<file path="config.mk">
export PLATFORM = sky130hd
export DESIGN_NAME = writeback_queue
export DESIGN_NICKNAME = d
export VERILOG_FILES = /design/src/rtl/writeback_queue.sv
export SDC_FILE = /design/constraint.sdc
export NUM_CORES = 1
export LEC_CHECK = 0
export ABC_AREA = 1
export CORE_MARGIN = 2
export CORE_UTILIZATION = 45
export CTS_BUF_LIST = sky130_fd_sc_hd__clkbuf_8
export CTS_CLUSTER_DIAMETER = 60
export DETAILED_ROUTE_END_ITERATION = 6
export PLACE_DENSITY_LB_ADDON = 0.25
export SLEW_MARGIN = 40
export SYNTH_ARGS = -nofsm -noshare
export SYNTH_HDL_FRONTEND = slang
export SYNTH_SLANG_ARGS = --single-unit
</file>
<file path="constraint.sdc">
create_clock -name clk -period 6.4 [get_ports clk]
set_input_delay 1.28 -clock clk [delete_from_list [all_inputs] [get_ports clk]]
set_output_delay 1.28 -clock clk [all_outputs]
set_load 0.02 [all_outputs]
</file>
<file path="src/rtl/writeback_queue.sv">
// writeback_queue: in-order result buffer feeding the register file write port,
// with youngest-wins forwarding of pending values to operand fetch.
module writeback_queue #(
  parameter int DEPTH      = 4,
  parameter int REG_ADDR_W = 6,
  parameter int DATA_W     = 32
) (
  input  logic                      clk,
  input  logic                      rst,
  input  logic                      in_valid,
  output logic                      out_ready,
  input  logic [REG_ADDR_W-1:0]     in_rd,
  input  logic [DATA_W-1:0]         in_rdval,
  input  logic                      in_stall,
  input  logic                      in_flush,
  output logic                      out_regwrt,
  output logic [REG_ADDR_W-1:0]     out_rd,
  output logic [DATA_W-1:0]         out_rdval,
  input  logic [REG_ADDR_W-1:0]     in_rs,
  input  logic [REG_ADDR_W-1:0]     in_rt,
  output logic                      out_rs_hit,
  output logic [DATA_W-1:0]         out_rsval,
  output logic                      out_rt_hit,
  output logic [DATA_W-1:0]         out_rtval,
  output logic [$clog2(DEPTH):0]    out_count
);
  localparam int PW = $clog2(DEPTH);
  localparam int CW = PW + 1;
  logic [REG_ADDR_W-1:0] rd_q [DEPTH];
  logic [REG_ADDR_W-1:0] rd_d [DEPTH];
  logic [DATA_W-1:0]     val_q [DEPTH];
  logic [DATA_W-1:0]     val_d [DEPTH];
  logic [PW-1:0]         head_q, head_d, tail_q, tail_d, idx;
  logic [CW-1:0]         count_q, count_d;
  logic                  push, pop, busy;
  assign busy       = count_q != '0;
  assign out_ready  = count_q < CW'(DEPTH);
  assign push       = in_valid && out_ready && !in_flush;
  assign pop        = busy && !in_stall && !in_flush;
  assign out_regwrt = pop;
  assign out_rd     = busy ? rd_q[head_q] : '0;
  assign out_rdval  = busy ? val_q[head_q] : '0;
  assign out_count  = count_q;
  always_comb begin
    rd_d    = rd_q;
    val_d   = val_q;
    if (push) begin
      rd_d[tail_q]  = in_rd;
      val_d[tail_q] = in_rdval;
    end
    head_d  = in_flush ? '0 : head_q + PW'(pop);
    tail_d  = in_flush ? '0 : tail_q + PW'(push);
    count_d = in_flush ? '0 : count_q + CW'(push) - CW'(pop);
  end
  // Walk oldest to youngest so a later match overwrites an earlier one.
  always_comb begin
    out_rs_hit = 1'b0;
    out_rsval  = '0;
    out_rt_hit = 1'b0;
    out_rtval  = '0;
    idx        = head_q;
    for (int i = 0; i < DEPTH; i++) begin
      idx = head_q + PW'(i);
      if (CW'(i) < count_q && rd_q[idx] == in_rs) begin
        out_rs_hit = 1'b1;
        out_rsval  = val_q[idx];
      end
      if (CW'(i) < count_q && rd_q[idx] == in_rt) begin
        out_rt_hit = 1'b1;
        out_rtval  = val_q[idx];
      end
    end
  end
  always_ff @(posedge clk or posedge rst) begin
    if (rst) begin
      head_q  <= '0;
      tail_q  <= '0;
      count_q <= '0;
      for (int i = 0; i < DEPTH; i++) begin
        rd_q[i]  <= '0;
        val_q[i] <= '0;
      end
    end else begin
      head_q  <= head_d;
      tail_q  <= tail_d;
      count_q <= count_d;
      rd_q    <= rd_d;
      val_q   <= val_d;
    end
  end
endmodule
</file>
==> results.json, run 1 <==
{
  "grt_usage_pct": 33.4,
  "synthesis.area_um2": 13700,
  "vias": 16200,
  "cp_max_fo": 78,
  "postPlaceCellArea_um2": 15300,
  "ctsResizeCount": 0,
  "path_class": "reg2out",
  "initial_utilization_pct": 46.0,
  "async_flop_share_pct": 100,
  "fin_area_um2": 15700,
  "synth_seq_cells": 159,
  "slew_viol_final": 0,
  "min_period_ns": 5.83,
  "ys_seq_area_share_pct": 29.0,
  "grt_pass1_vias": 13800,
  "synth_edf_count": 0,
  "clk_pin_slew_worst_paths_ns": 0.11,
  "synth_most_common_cell": "nand2_1",
  "p_per_area_nw_per_um2": 345,
  "overflow": 0,
  "violations": "design-rule violations",
  "routed_wl_um": 53200,
  "fin_nets": 2522,
  "drt_iter0_drc": 2515,
  "max_clock_freq_mhz": 171,
  "yosys_warnings": 0,
  "grt_pass1_wl_um": 81300,
  "cts_tree": "done",
  "cts-buffers-inserted": 17,
  "via_per_inst": 5.64,
  "grt_max_degree": 110,
  "layout-drive-gt1-share_pct": 4.37,
  "ios": 164,
  "tightest_slew_ns": 0.980,
  "drc": 15,
  "p_leak_nw": 7.89,
  "cp-start-kind": "flip-flop",
  "hold_class": "reg2reg",
  "numPortBuffers": 163,
  "htree_num_levels": 4,
  "max-vdd-ir-drop_mv": 0.186,
  "layout.cells.non_filler": 2864,
  "hold_viol": 0,
  "die_x_um": 179,
  "row_count": 63,
  "fin_skew_ns": 0.0186,
  "gp_congestion": 0.980,
  "end_kind": "output port",
  "synth_cell_types": 31,
  "antenna_cells": 0,
  "fin_setup_tns_ns": 0,
  "synth_area_leaders": "nand2_1 (32%), dfrtp_1 (29%), o21ai_0 (11%), nand3_1 (6.9%), inv_1 (5.3%)",
  "place_hpwl_um": 37000,
  "synth_ff_type": "dfrtp_1",
  "setup_viol": 0,
  "clkSinkCount": 159,
  "run_status": "finished, violations left",
  "antenna_left": 0,
  "worst_ep_arrival_time_ns": 4.55,
  "design.die.area_um2": 31900,
  "synthCells": 2417,
  "crit_required_ns": 5.12,
  "drv_cap": 0,
  "die_h_um": 179,
  "cts-root-buf": "clkbuf_8",
  "syn_avg_cell_area_um2": 5.67,
  "core_area_um2": 29800,
  "dr.pass1.iters": 7,
  "yosys.area.top_type": "nand2_1",
  "clk_latency_ns": 0.48,
  "placed_cells": 2832,
  "synth_top_area_share_pct": 31.7,
  "post_drt_wl_per_cell_um": 18.6,
  "rsz0062_at_grt": "false",
  "antenna_found_initial": 0,
  "syn_to_final_growth_pct": 14.7,
  "clockBufferDepth": 2,
  "netlist_top_cells_count": "nand2_1 (1157), o21ai_0 (290), inv_1 (193)",
  "cts_setup_buffers": 0,
  "timing.final.crit_share_pct": 91.1,
  "synthesis.nets": 2478,
  "postCtsHoldBufs": 0,
  "slew-limit-headroom_pct": 34.0
}
==> worst paths after layout <==
check	cells past startpoint	end	from	slack, ns
worst max-delay path	15	out_rsval[26]	head_q[1]	0.57
worst min-delay path	2	val_q[122]	val_q[122]	0.51
worst max register to register	7	val_q[84]	out_count[2]	3.66
worst min register to register	2	val_q[122]	val_q[122]	0.51
max in group asynchronous	3	val_q[71]	rst	4.03
min in group asynchronous	2	rd_q[21]	rst	1.27
==> cell type report <==
type / count / area [um^2]
timing repair buffer: 196 / 1900
sequential: 159 / 3980
multi-input combinational: 1881 / 8170
clock inverter: 14 / 158
tap: 390 / 488
inverter: 206 / 791
fill: 3108 / 14100
clock buffer: 18 / 248
==> critical path, stage by stage (launching register included) <==
cell	delay (ns)
dfrtp_2	0.44
inv_4	0.57
nand2_1	0.14
nand2_2	0.37
nand2_1	0.17
nand3_1	0.12
nand2_1	0.09
nor3_4	0.23
buf_4	0.29
nand2_2	0.49
nand2_1	0.22
nand2_1	0.07
nand2_1	0.06
nand2_1	0.05
nand2_1	0.05
clkdlybuf4s50_1	0.60
==> metrics by stage <==
step / total power, mW / worst slack, ns / hold slack, ns / utilization [%]
after global routing: 5.78 / 0.268 / 0.534 / 52.8
after CTS: 5.29 / 0.575 / 0.515 / 52.8
after global placement: 4.46 / 0.958 / 0.470 / 51.4
after floorplan: 3.39 / 0.828 / 0.453 / -
final: 5.43 / 0.568 / 0.511 / 52.8
after detailed placement: 4.53 / 0.920 / 0.492 / 51.4
==> where the power goes <==
| group | switching, mW | total, mW | internal, mW |
|---|---|---|---|
| combinational | 2.26 | 3.12 | 0.861 |
| sequential | 0.243 | 1.54 | 1.29 |
| clock | 0.461 | 0.769 | 0.308 |
| total | 2.96 | 5.43 | 2.46 |
==> cell usage in the layout, fill, tap and decap left out <==
cell type and count:
nand2_1 1155, o21ai_0 278, inv_1 192, nand3_1 188, clkdlybuf4s50_1 163, dfrtp_1 157, nand4_1 67, nor3_1 65
nor2_1 54, buf_4 30, o21ai_1 23, clkbuf_8 18, inv_2 11, nor2_2 9, nand2_2 8, xor2_1 7
ha_1 5, inv_6 5, inv_8 5, nand3_2 4, nor3_2 4, clkinv_8 4, a21oi_1 3, xnor2_1 3
inv_4 2, o2111ai_1 2, buf_6 2, nor4_1 1, nor3_4 1, o211ai_1 1, o21ai_2 1, nand3b_1 1
fa_1 1, clkinv_4 1, dfrtp_4 1, dfrtp_2 1, buf_12 1
==> flip-flops by register name (all words and copies together), names as in the netlist <==
name and count:
rd_q 24, tail_q 2, val_q 128, out_count 3
head_q 2
==> per-layer routing <==
layer | share of wire (%) | global-route usage, % | vias up
met5 | 0 | 0 | -
met4 | 1.4 | 5.79 | 0
met3 | 15 | 10.3 | 81
met2 | 37 | 42.6 | 1007
met1 | 47 | 54.0 | 7320
li1 | - | - | 7744
==> logic make-up (layout without fill, tap and decap cells) <==
kind of cell	Yosys count	in the layout	share of synthesized area, %
buffers and inverters	377	434	11.6
AO/OA/AOI/OAI	308	308	11.3
adder cells (fa/ha/maj)	6	6	0.602
flip-flops	159	159	29.0
XOR/XNOR	10	10	0.639
AND/OR/NAND/NOR	1557	1557	46.8
Note: power is estimated with default switching activity, not from simulation.
==> run 2, diff against run 1 <==
- SKIP_LAST_GASP: unset -> 1
==> results of run 2 <==
Same layout as run 1: the final DEF is identical, and so are final timing and power.
